--- config.mk ---
export PLATFORM = sky130hd
export DESIGN_NAME = i2c_slave_rx
export DESIGN_NICKNAME = d
export VERILOG_FILES = /design/src/rtl/i2c_slave_rx.sv
export SDC_FILE = /design/constraint.sdc
export NUM_CORES = 1
export LEC_CHECK = 0
export ABC_AREA = 0
export ABC_CLOCK_PERIOD_IN_PS = 2000
export CAP_MARGIN = 20
export CORE_ASPECT_RATIO = 1.5
export CORE_MARGIN = 10
export CORE_UTILIZATION = 55
export DETAILED_ROUTE_END_ITERATION = 8
export PLACE_DENSITY_LB_ADDON = 0.05
export SYNTH_ARGS = -nofsm -noshare
export SYNTH_HDL_FRONTEND = slang
export SYNTH_SLANG_ARGS = --single-unit
--- constraint.sdc ---
create_clock -name clk -period 2 [get_ports clk]
set_input_delay 0.3 -clock clk [delete_from_list [all_inputs] [get_ports clk]]
set_output_delay 0.3 -clock clk [all_outputs]
set_load 0.03 [all_outputs]
--- src/rtl/i2c_slave_rx.sv ---
// Write-only I2C target: oversampled SCL/SDA, START/STOP detection, ACKs address/register/data bytes.
// Optional I2C_SLAVE_AUTOINC_EN: pointer auto-increments for burst writes; otherwise one data byte per transfer.
module i2c_slave_rx #(
  parameter logic [6:0] SLAVE_ADDR = 7'h50
) (
  input  logic       clk,
  input  logic       reset,
  input  logic       scl_in,
  input  logic       sda_in,
  output logic       sda_oe,
  output logic       wr_en,
  output logic [7:0] wr_addr,
  output logic [7:0] wr_data,
  output logic       busy
);

  typedef enum logic [2:0] {
    IDLE, DEV_ADDR, DEV_ACK, REG_ADDR, REG_ACK, DATA, DATA_ACK, IGNORE
  } state_t;

  state_t      state;
  logic [1:0]  scl_sync, sda_sync;
  logic        scl_d, sda_d;
  logic [2:0]  bit_cnt;
  logic [7:0]  shreg, ptr;
  logic        ack_on;
`ifndef I2C_SLAVE_AUTOINC_EN
  logic        data_seen;
`endif

  always_ff @(posedge clk or posedge reset) begin
    if (reset) begin
      scl_sync <= 2'b11;
      sda_sync <= 2'b11;
      scl_d    <= 1'b1;
      sda_d    <= 1'b1;
    end else begin
      scl_sync <= {scl_sync[0], scl_in};
      sda_sync <= {sda_sync[0], sda_in};
      scl_d    <= scl_sync[1];
      sda_d    <= sda_sync[1];
    end
  end

  logic scl_s, sda_s, scl_rise, scl_fall, start_det, stop_det, last_bit;
  logic [7:0] byte_nxt;
  assign scl_s     = scl_sync[1];
  assign sda_s     = sda_sync[1];
  assign scl_rise  = scl_s & ~scl_d;
  assign scl_fall  = ~scl_s & scl_d;
  assign start_det = scl_s & scl_d & sda_d & ~sda_s;
  assign stop_det  = scl_s & scl_d & ~sda_d & sda_s;
  assign byte_nxt  = {shreg[6:0], sda_s};
  assign last_bit  = (bit_cnt == 3'd7);

  always_ff @(posedge clk or posedge reset) begin
    if (reset) begin
      state     <= IDLE;
      sda_oe    <= 1'b0;
      wr_en     <= 1'b0;
      wr_addr   <= 8'h00;
      wr_data   <= 8'h00;
      busy      <= 1'b0;
      bit_cnt   <= 3'd0;
      shreg     <= 8'h00;
      ptr       <= 8'h00;
      ack_on    <= 1'b0;
`ifndef I2C_SLAVE_AUTOINC_EN
      data_seen <= 1'b0;
`endif
    end else begin
      wr_en <= 1'b0;
      // Bus conditions override everything; a partial byte is simply dropped.
      if (stop_det) begin
        state  <= IDLE;
        sda_oe <= 1'b0;
        busy   <= 1'b0;
        ack_on <= 1'b0;
      end else if (start_det) begin
        state   <= DEV_ADDR;
        bit_cnt <= 3'd0;
        sda_oe  <= 1'b0;
        ack_on  <= 1'b0;
      end else begin
        unique case (state)
          IDLE: ;
          DEV_ADDR, REG_ADDR, DATA: begin
            if (scl_rise) begin
              shreg   <= byte_nxt;
              bit_cnt <= bit_cnt + 3'd1;
              if (last_bit) begin
                if (state == DEV_ADDR) begin
                  if (byte_nxt[7:1] == SLAVE_ADDR && !byte_nxt[0]) begin
                    state <= DEV_ACK;
                    busy  <= 1'b1;
                  end else begin
                    state <= IGNORE;
                    busy  <= 1'b0;
                  end
                end else if (state == REG_ADDR) begin
                  ptr   <= byte_nxt;
                  state <= REG_ACK;
`ifndef I2C_SLAVE_AUTOINC_EN
                  data_seen <= 1'b0;
`endif
                end else begin
`ifdef I2C_SLAVE_AUTOINC_EN
                  wr_en   <= 1'b1;
                  wr_addr <= ptr;
                  wr_data <= byte_nxt;
                  ptr     <= ptr + 8'd1;
                  state   <= DATA_ACK;
`else
                  if (!data_seen) begin
                    wr_en     <= 1'b1;
                    wr_addr   <= ptr;
                    wr_data   <= byte_nxt;
                    data_seen <= 1'b1;
                    state     <= DATA_ACK;
                  end else begin
                    state <= IGNORE;
                    busy  <= 1'b0;
                  end
`endif
                end
              end
            end
          end
          // First SCL fall after bit 8 grabs SDA, the following fall releases it.
          DEV_ACK, REG_ACK, DATA_ACK: begin
            if (scl_fall) begin
              if (!ack_on) begin
                sda_oe <= 1'b1;
                ack_on <= 1'b1;
              end else begin
                sda_oe  <= 1'b0;
                ack_on  <= 1'b0;
                bit_cnt <= 3'd0;
                state   <= (state == DEV_ACK) ? REG_ADDR : DATA;
              end
            end
          end
          IGNORE: sda_oe <= 1'b0;
          default: state <= IDLE;
        endcase
      end
    end
  end

endmodule

* After elaboration in Yosys (flattened, before gate mapping)
Cells that the tools add are included.
Storage, ports and cells: bits in registers 48, bits of input ports 4, output and inout bits 19, logic and storage cells 115
Operators by class: add/subtract/negate cells 1, equal/unequal tests 18, mux-type cells 43, bitwise logic cells 16, reductions and logical operators 22
Operator list (number):
- 2-to-1 mux 3 bit | 13
- 2-to-1 mux 1 bit | 26
- != test 4 bit, second input constant | 4
- == test 3 bit, second input constant | 5
- != test 3 bit, second input constant | 4
- case mux 3 bit (2 select lines) | 2
- AND reduction 6 bit | 2
- nonzero test 3 bit | 4
- AND reduction 5 bit | 2
- inverter 1 bit | 9
- AND reduction 8 bit | 1
- nonzero test 4 bit | 2
- bitwise AND 1 bit | 7
- == test 7 bit, second input constant | 1
- AND reduction 7 bit | 1
- == test 3 x 2 -> 1 bit, second input constant | 2
- nonzero test 2 bit | 3
- OR reduction 3 bit | 2
- AND reduction 2 bit | 2
- AND reduction 4 bit | 1
- adder 3 x 1 -> 3 bit, second input constant | 1
- == test 3 x 1 -> 1 bit, second input constant | 1
- 2-to-1 mux 2 bit | 1
- != test 2 x 1 -> 1 bit, second input constant | 1
- other kinds (3) | 3

* Longest topological paths before layout
Gate-level depths: netlist of run 1.
depth after elaboration 9, mapped depth 6, gate-level depth less buffers 6

* Least setup slack after synthesis of run 1
No wires, ideal clock.
path kind flip-flop to flip-flop, from register bit_cnt[0], to register wr_addr[0], library setup time 0.125 ns, arrival time 1.701 ns, data required time 1.875 ns, setup slack 0.174 ns, stages on the path, launching flop included 7, buffers on the path 1, clock period less this slack 1.826 ns, cells stage by stage dfrtp_1 ha_1 ha_1 nand4b_4 nor3b_4 buf_12 mux2_4
On the way: cells in the longest elaborated chain, start to end 2
RTL lines:
- start: declaration | line 24 | logic [2:0] bit_cnt;
- start signal: assignment | line 90 | bit_cnt <= bit_cnt + 3'd1;
- == test 3 bit | line 54 | assign last_bit = (bit_cnt == 3'd7);
- AND reduction 8 bit (no source line)
- end signal: assignment | line 116 | wr_addr <= ptr;
- end: declaration | line 12 | output logic [7:0] wr_addr,
No other way between the ends. A chain may end at the register's enable or synchronous reset.

* Final worst setup path of run 1
from register bit_cnt[0], to register ptr[6]
On the way: cells in the longest elaborated chain, start to end 2
RTL lines:
- == test 3 bit | line 54
- AND reduction 7 bit (no source line)
- end signal: assignment | line 101 | ptr <= byte_nxt;
- end: declaration | line 25 | logic [7:0] shreg, ptr;
No other way between the ends.

==> tab_implementation.tex, run 1 <==
\begin{tabular}{lr}
\hline
Metric & Value \\
\hline
\multicolumn{2}{l}{\textbf{Global routing}} \\
\quad Met2 track demand over resource in global routing & 17.9\% \\
\quad GR Util met1 & 13.2\% \\
\quad Total track usage & 11.3\% \\
\quad Busiest metal layer after global routing & met2 \\
\quad Wire length of the first global-routing pass & slightly above 6000 um \\
\quad Met3 Use GR & under 10\% \\
\quad Antenna violations before repair & 0 \\
\quad Largest net degree at the start of global routing & 32 \\
\quad Via count of the first global-routing pass & 1222 \\
\quad Overflow left after global routing & 0 \\
\multicolumn{2}{l}{\textbf{STA}} \\
\quad Achievable frequency & $\sim$550 MHz \\
\quad Worst Hold Margin & 302 ps \\
\quad Fin. Hold Viols & 0 \\
\quad Final period demand of the worst path & 1820 ps \\
\quad Max Clock Skew & about 8 ps \\
\quad Post-route setup slack & between 150 and 200 ps \\
\quad Actual transition at the worst max-transition pin & about 520 ps \\
\quad Setup repair after global routing missed its margin & no \\
\quad Total of endpoints with negative setup slack in the final report & 0 \\
\quad Number of max-slew violations in the final report & 0 \\
\quad Setup TNS & 0 ps \\
\quad Worst relative slew slack & roughly 65\% \\
\quad Portion of the clock cycle consumed by the worst path in the final layout & 90.8\% \\
\multicolumn{2}{l}{\textbf{Floorplan}} \\
\quad Initial Util & $\sim$56\% \\
\quad Number of top-level design ports & 23 \\
\quad Die width & between 60 and 70 um \\
\quad Overall die area & between 6000 and 7000 um\^{}2 \\
\quad Die Ht & between 90 and 100 um \\
\quad Number of core rows & 27 \\
\quad Core Region & about 3600 um\^{}2 \\
\multicolumn{2}{l}{\textbf{Synth}} \\
\quad Largest cells by area after synthesis & dfrtp\_1 (51\%), mux2\_2 (13\%), dfstp\_2 (7.7\%) \\
\quad Mapped Avg Cell Area & about 15 um\^{}2 \\
\quad Leading register cell type out of synthesis & dfrtp\_1 \\
\quad Number of enable-type register cells in the synthesized netlist & 0 \\
\quad \#FFs+latches synth & 48 \\
\quad Sequential fraction of the synthesis area & 58.7\% \\
\quad Synth Instances & 140 \\
\quad Yosys warning count & 0 \\
\quad Yosys top cell area share & 51.0\% \\
\quad Distinct cell type count of the synthesized netlist & 37 \\
\quad Dominant cell type by area after synthesis & dfrtp\_1 \\
\quad Net count after synthesis & between 100 and 150 \\
\quad Post-synth design cell area & around 2000 um\^{}2 \\
\quad Post-synth ARST share & 100\% \\
\multicolumn{2}{l}{\textbf{Drt}} \\
\quad Number of DRC markers in iteration 0 & between 90 and 100 \\
\quad Routed via count divided by cell count & between 5 and 6 \\
\quad Wire length per cell after detailed routing & roughly 17 um \\
\quad Total routed wirelength & around 3600 um \\
\quad Antenna-violating nets left & 0 \\
\quad Count of unresolved DRC violations after routing & 0 \\
\quad Vias & roughly 1200 \\
\quad Detailed Routing Iterations Pass 1 & 4 \\
\multicolumn{2}{l}{\textbf{Clock tree}} \\
\quad Worst skew pair latency & $\sim$300 ps \\
\quad Clock-pin slew of the registers on the worst-case setup and hold paths & roughly 90 ps \\
\quad Num CTS Buffers & 5 \\
\quad CTS tree & yes \\
\quad Root buffer selected by CTS & clkbuf\_8 \\
\quad CTS Hold Buffers Added & 0 \\
\quad Count of clock tree sinks & 48 \\
\quad Number of H-tree levels & 2 \\
\quad Buffer count from post-CTS setup fixing & 0 \\
\quad Buffer levels on the longest clock path & 2 \\
\quad \# resized after CTS & 0 \\
\multicolumn{2}{l}{\textbf{Worst setup path}} \\
\quad Cell with the largest stage delay on the worst path & nor3b\_4 \\
\quad Startpoint-to-endpoint class of the critical path & reg -> reg \\
\quad WP data required & around 2200 ps \\
\quad Data arrival at the endpoint of the critical path & around 2000 ps \\
\quad Crit path cell chain & ha\_1 -> ha\_1 -> nand4b\_4 -> nor3b\_4 -> mux2\_2 \\
\quad CP max stage delay & 430 ps \\
\quad Max Fanout on Critical Path & 8 \\
\quad Startpoint class of the critical path & flop \\
\quad Cell repeated most along the worst path & ha\_1 \\
\quad Critical path endpoint category & flop \\
\multicolumn{2}{l}{\textbf{Outcome}} \\
\quad Result of the run & complete, no violations \\
\multicolumn{2}{l}{\textbf{Pwr}} \\
\quad Static leakage & $\sim$1.1 nW \\
\quad Worst IR Drop VDD & 659 uV \\
\quad Total Power & 1.97 mW \\
\quad Total power per unit cell area & 812 nW/um\^{}2 \\
\multicolumn{2}{l}{\textbf{Placement}} \\
\quad Count of port buffers added during placement & 22 \\
\quad Hpwl dp & about 2600 um \\
\quad Placer Congestion & 0.755 \\
\quad Worst slack at placement & between 150 and 200 ps \\
\multicolumn{2}{l}{\textbf{Finish}} \\
\quad Number of antenna diodes & 0 \\
\quad Relative area change from synthesis to final layout & 17.7\% \\
\quad Number of nets in the layout & around 170 \\
\quad Layout cell share with drive strength beyond 1 & between 30\% and 40\% \\
\multicolumn{2}{l}{\textbf{Hold path}} \\
\quad Classification of the worst-slack hold path & in -> async \\
\multicolumn{2}{l}{\textbf{Flow run}} \\
\quad Max-cap violations & 0 \\
\hline
\end{tabular}
-- cells in the mapped netlist, types with 2 or more instances --
cell / count
nor3b_4: 2
nand2b_1: 2
mux2_2: 24
nor2_1: 6
o21ai_0: 3
nand3b_1: 4
dfrtp_1: 42
dfstp_2: 6
nand2_1: 3
nand3_1: 2
o22ai_1: 2
ha_1: 2
buf_2: 3
mux2_4: 9
nor3b_1: 2
inv_1: 2
a21oi_1: 5
xnor2_1: 2
-- registers in the layout, summed over array words and instances (netlist names), 2 cells and up --
register and count:
shreg 7, ptr 8, wr_data 8, bit_cnt 3, wr_addr 8, scl_sync 2
state 3, sda_sync 2
-- logic make-up (layout without fill, tap and decap cells) --
kind of cell    after synthesis  in the layout  synth area share [%]
xor+xnor                      2              2                 0.851
simple gates                 32             32                  11.5
fa+ha+maj                     2              2                  1.21
mux                          34             34                  20.2
compound gates               15             15                  5.10
flops                        48             48                  58.7
buf+inv                       7             35                  2.43
-- power breakdown --
group	leakage [nW]	total, mW	switching, mW	internal [mW]
Clock	0.0412	0.562	0.318	0.245
Combinational	0.415	0.210	0.0824	0.128
Sequential	0.631	1.20	0.120	1.08
Total	1.09	1.97	0.520	1.45
-- per-stage QoR --
| stage | cell area, um^2 | cells | utilization, % |
|---|---|---|---|
| finish | 2420 | 211 | 66.4 |
| global route | 2420 | 211 | 66.4 |
| CTS | 2420 | 211 | 66.4 |
| detailed placement | 2340 | 203 | 64.1 |
| global placement | 2340 | 203 | 64.1 |
| floorplan | 2060 | 140 | - |
-- worst max-delay path: cells and delay by family (launching register included) --
| kind | cells | cell delay (ps) |
|---|---|---|
| simple gates | 2 | 620 |
| fa+ha+maj | 2 | 330 |
| flops | 1 | 370 |
| mux | 1 | 380 |
-- routing by layer --
metal / part of all wire [%] / vias up
li1: - / 555
met1: 43 / 594
met2: 51 / 17
met3: 4.6 / 6
met4: 1.8 / 0
met5: 0 / -
-- path summary, 6_finish.rpt --
path | to | from | depth (start not counted) | slack, ps
setup / recovery | ptr[6]$_DFFE_PP0P_ | bit_cnt[0]$_DFFE_PP0P_ | 5 | 180
hold / removal | wr_addr[1]$_DFFE_PP0P_ | reset | 2 | 300
setup reg to reg | ptr[6]$_DFFE_PP0P_ | bit_cnt[0]$_DFFE_PP0P_ | 5 | 180
hold reg to reg | sda_sync[1]$_DFF_PP1_ | sda_sync[0]$_DFF_PP1_ | 0 | 360
max in group asynchronous | wr_data[4]$_DFFE_PP0P_ | reset | 3 | 1200
min in group clk | sda_sync[1]$_DFF_PP1_ | sda_sync[0]$_DFF_PP1_ | 0 | 360
-- cells in the final DEF, fill, tap and decap left out, drive strengths merged, types with 2 or more instances in the layout --
cell,instances
xnor2,2
dfstp,6
nand4b,2
dfrtp,42
mux2,33
clkbuf,6
nor3b,4
o22ai,2
o21ai,3
clkdlybuf4s50,22
nand2b,2
nand3,2
a21oi,5
nand3b,4
buf,3
nor2,6
nand2,3
nor3,2
inv,2
ha,2
-- layout make-up --
| cell class | count | area (um^2) |
|---|---|---|
| clock buffer | 6 | 72.6 |
| clock inverter | 2 | 12.5 |
| fill | 263 | 1220 |
| inverter | 2 | 7.51 |
| multi-input combinational | 85 | 801 |
| sequential | 48 | 1210 |
| tap | 43 | 53.8 |
| timing repair buffer | 25 | 268 |
Note: power is estimated with default switching activity, not from simulation.
==> run 2, diff against run 1 <==
Settings changed: CORE_UTILIZATION 55 to 57, CTS_BUF_LIST set to sky130_fd_sc_hd__clkbuf_8.
==> tab_implementation.tex, run 2 (same netlist as run 1, synthesis figures left out) <==
\begin{tabular}{lr}
\hline
Metric & Value \\
\hline
\multicolumn{2}{l}{\textbf{Floorplan}} \\
\quad Die Ht & 93.6 um (-1.4\%) \\
\quad Initial Util & 59.7\% (+3.3 points) \\
\quad Core Region & 3450 um\^{}2 (-5.5\%) \\
\quad Number of core rows & 26 (-3.7\%) \\
\quad Die width & 69.1 um (-1.3\%) \\
\quad Overall die area & 6470 um\^{}2 (-2.6\%) \\
\quad Number of top-level design ports & 23 (unchanged) \\
\multicolumn{2}{l}{\textbf{Finish}} \\
\quad Number of nets in the layout & 174 (+0.58\%) \\
\quad Commonest cells after routing, fill and taps aside & dfrtp\_1 (42), mux2\_2 (24), clkdlybuf4s50\_1 (22), mux2\_4 (9) \\
\quad Number of antenna diodes & 0 (unchanged) \\
\quad Final cell count without fillers & 211 (unchanged) \\
\quad Layout filler cell count & 243 (-7.6\%) \\
\quad Post-route core utilization & 70.8\% (+4.4 points) \\
\quad Leading registers by flop count & ptr x8, wr\_addr x8, wr\_data x8 \\
\quad Cell area after layout & 2440 um\^{}2 (+0.72\%) \\
\quad Relative area change from synthesis to final layout & 18.5\% \\
\quad Layout cell share with drive strength beyond 1 & 34.3\% (+0.99 points) \\
\quad Leading cell type in the layout, fill and taps excluded & dfrtp\_1 \\
\multicolumn{2}{l}{\textbf{Worst setup path}} \\
\quad Startpoint class of the critical path & flop \\
\quad CP max stage delay & 460 ps (+30 ps) \\
\quad Critical path endpoint category & flop \\
\quad Cell repeated most along the worst path & ha\_1 \\
\quad Crit path cell chain & ha\_1 -> ha\_1 -> nand4b\_4 -> nor3b\_4 -> mux2\_2 \\
\quad R2R Setup Slk & 110 ps (-70 ps) \\
\quad Data arrival at the endpoint of the critical path & 2070 ps (+70 ps) \\
\quad Startpoint-to-endpoint class of the critical path & reg -> reg \\
\quad WP data required & 2190 ps (about the same) \\
\quad Worst r2r src & bit\_cnt[0]\$\_DFFE\_PP0P\_ \\
\quad Top Family by Delay on Critical Path & simple AND/OR/NAND/NOR gates \\
\quad Buffers \& Inverters on Critical Path & 0 (unchanged) \\
\quad Worst r2r dst & ptr[2]\$\_DFFE\_PP0P\_ \\
\quad Worst Reg-to-Reg Cells & 5 (unchanged) \\
\quad Cell with the largest stage delay on the worst path & nor3b\_4 \\
\quad Max Fanout on Critical Path & 8 (unchanged) \\
\multicolumn{2}{l}{\textbf{Drt}} \\
\quad Detailed Routing Iterations Pass 1 & 4 (unchanged) \\
\quad Antenna-violating nets left & 0 (unchanged) \\
\quad Wire length per cell after detailed routing & 17.1 um (-0.52\%) \\
\quad Vias & 1195 (+2.0\%) \\
\quad Total routed wirelength & 3610 um (-0.52\%) \\
\quad Count of unresolved DRC violations after routing & 0 (unchanged) \\
\quad Number of DRC markers in iteration 0 & 63 (-32\%) \\
\quad Routed via count divided by cell count & 5.66 (+2.0\%) \\
\multicolumn{2}{l}{\textbf{Global routing}} \\
\quad Largest net degree at the start of global routing & 31 (-3.1\%) \\
\quad Total track usage & 11.8\% (+0.52 points) \\
\quad Overflow left after global routing & 0 (unchanged) \\
\quad Wire length of the first global-routing pass & 6290 um (+2.9\%) \\
\quad Via count of the first global-routing pass & 1292 (+5.7\%) \\
\quad Antenna violations before repair & 0 (unchanged) \\
\multicolumn{2}{l}{\textbf{Placement}} \\
\quad Cell area after placement & 2340 um\^{}2 (+0.27\%) \\
\quad Worst slack at placement & 101 ps (-62.6 ps) \\
\quad Placer Congestion & 0.782 (+3.6\%) \\
\quad Placed Cells incl. Taps & 203 (unchanged) \\
\quad Hpwl dp & 2650 um (+2.6\%) \\
\quad Count of port buffers added during placement & 22 (unchanged) \\
\multicolumn{2}{l}{\textbf{Pwr}} \\
\quad Total Power & 2.01 mW (+2.0\%) \\
\quad Sequential power share & 59.7\% (-1.1 points) \\
\quad Total power per unit cell area & 822 nW/um\^{}2 (+1.2\%) \\
\quad Internal Dissipation & 1.49 mW (+2.6\%) \\
\quad Logic gate share of total power & 10.5\% (-0.2 points) \\
\quad Proportion of total power due to net switching & 25.9\% (-0.45 points) \\
\quad Worst IR Drop VDD & 847 uV (+28\%) \\
\quad Clk pwr share & 29.8\% (+1.2 points) \\
\quad Static leakage & 1.10 nW (+1.5\%) \\
\quad Net switching power & 0.521 mW (+0.20\%) \\
\multicolumn{2}{l}{\textbf{STA}} \\
\quad Final period demand of the worst path & 1890 ps (+70.6 ps) \\
\quad Worst Hold Margin & 308 ps (+5.12 ps) \\
\quad Actual transition at the worst max-transition pin & 478 ps (-41.3 ps) \\
\quad Total of endpoints with negative setup slack in the final report & 0 (unchanged) \\
\quad Worst relative slew slack & 68.1\% (+2.8 points) \\
\quad Max Clock Skew & 8.87 ps (+1.05 ps) \\
\quad Number of max-slew violations in the final report & 0 (unchanged) \\
\quad Fin. Hold Viols & 0 (unchanged) \\
\quad Achievable frequency & 530 MHz (-3.7\%) \\
\quad Setup TNS & 0 ps (unchanged) \\
\quad Post-route setup slack & 114 ps (-70.6 ps) \\
\quad Portion of the clock cycle consumed by the worst path in the final layout & 94.3\% (+3.5 points) \\
\quad Setup repair after global routing missed its margin & no \\
\multicolumn{2}{l}{\textbf{Outcome}} \\
\quad Result of the run & complete, no violations \\
\multicolumn{2}{l}{\textbf{Hold path}} \\
\quad Classification of the worst-slack hold path & in -> async \\
\multicolumn{2}{l}{\textbf{Clock tree}} \\
\quad Root buffer selected by CTS & clkbuf\_8 \\
\quad Count of clock tree sinks & 48 (unchanged) \\
\quad Buffer levels on the longest clock path & 2 (unchanged) \\
\quad Buffer count from post-CTS setup fixing & 0 (unchanged) \\
\quad CTS tree & yes \\
\quad CTS Hold Buffers Added & 0 (unchanged) \\
\quad Clock-pin slew of the registers on the worst-case setup and hold paths & 90 ps (about the same) \\
\quad \# resized after CTS & 0 (unchanged) \\
\quad Number of H-tree levels & 2 (unchanged) \\
\quad Worst skew pair latency & 300 ps (about the same) \\
\quad Num CTS Buffers & 5 (unchanged) \\
\multicolumn{2}{l}{\textbf{Flow run}} \\
\quad Max-cap violations & 0 (unchanged) \\
\hline
\end{tabular}
## run 2: cell type report
type | instances | area, um^2 | share of cell area (%)
clock buffer | 6 | 82.6 | 3.38
multi-input combinational | 85 | 801 | 32.8
inverter | 2 | 7.51 | 0.308
clock inverter | 2 | 13.8 | 0.564
sequential | 48 | 1210 | 49.5
tap | 42 | 52.6 | 2.15
timing repair buffer | 26 | 275 | 11.3
## run 2: power by group through the flow
stage / Clock [mW] / Combinational [mW] / Sequential (mW)
3_3_place_gp: 0 / 0.200 / 1.21
3_5_place_dp: 0 / 0.211 / 1.22
4_1_cts: 0.623 / 0.213 / 1.20
5_1_grt: 0.669 / 0.236 / 1.21
6_report: 0.598 / 0.210 / 1.20
2_1_floorplan: 0 / 0.185 / 1.16
## run 2: how the worst max path moves through the flow
stage | from | end | slack [ps] | depth (start not counted)
finish | bit_cnt[0]$_DFFE_PP0P_ | ptr[2]$_DFFE_PP0P_ | 110 | 5
global route | bit_cnt[0]$_DFFE_PP0P_ | ptr[5]$_DFFE_PP0P_ | 2 | 5
CTS | bit_cnt[0]$_DFFE_PP0P_ | ptr[2]$_DFFE_PP0P_ | 100 | 5
detailed placement | bit_cnt[0]$_DFFE_PP0P_ | ptr[3]$_DFFE_PP0P_ | 100 | 5
global placement | bit_cnt[0]$_DFFE_PP0P_ | wr_addr[3]$_DFFE_PP0P_ | 210 | 6
floorplan | bit_cnt[0]$_DFFE_PP0P_ | wr_addr[0]$_DFFE_PP0P_ | 170 | 6
## run 2: metal layers
| layer | vias up | part of all wire (%) | GRT usage [%] |
|---|---|---|---|
| li1 | 558 | - | - |
| met1 | 607 | 42 | 13.1 |
| met2 | 24 | 51 | 20.1 |
| met3 | 6 | 5.6 | 4.97 |
| met4 | 0 | 1.1 | 3.37 |
| met5 | - | 0 | 0 |
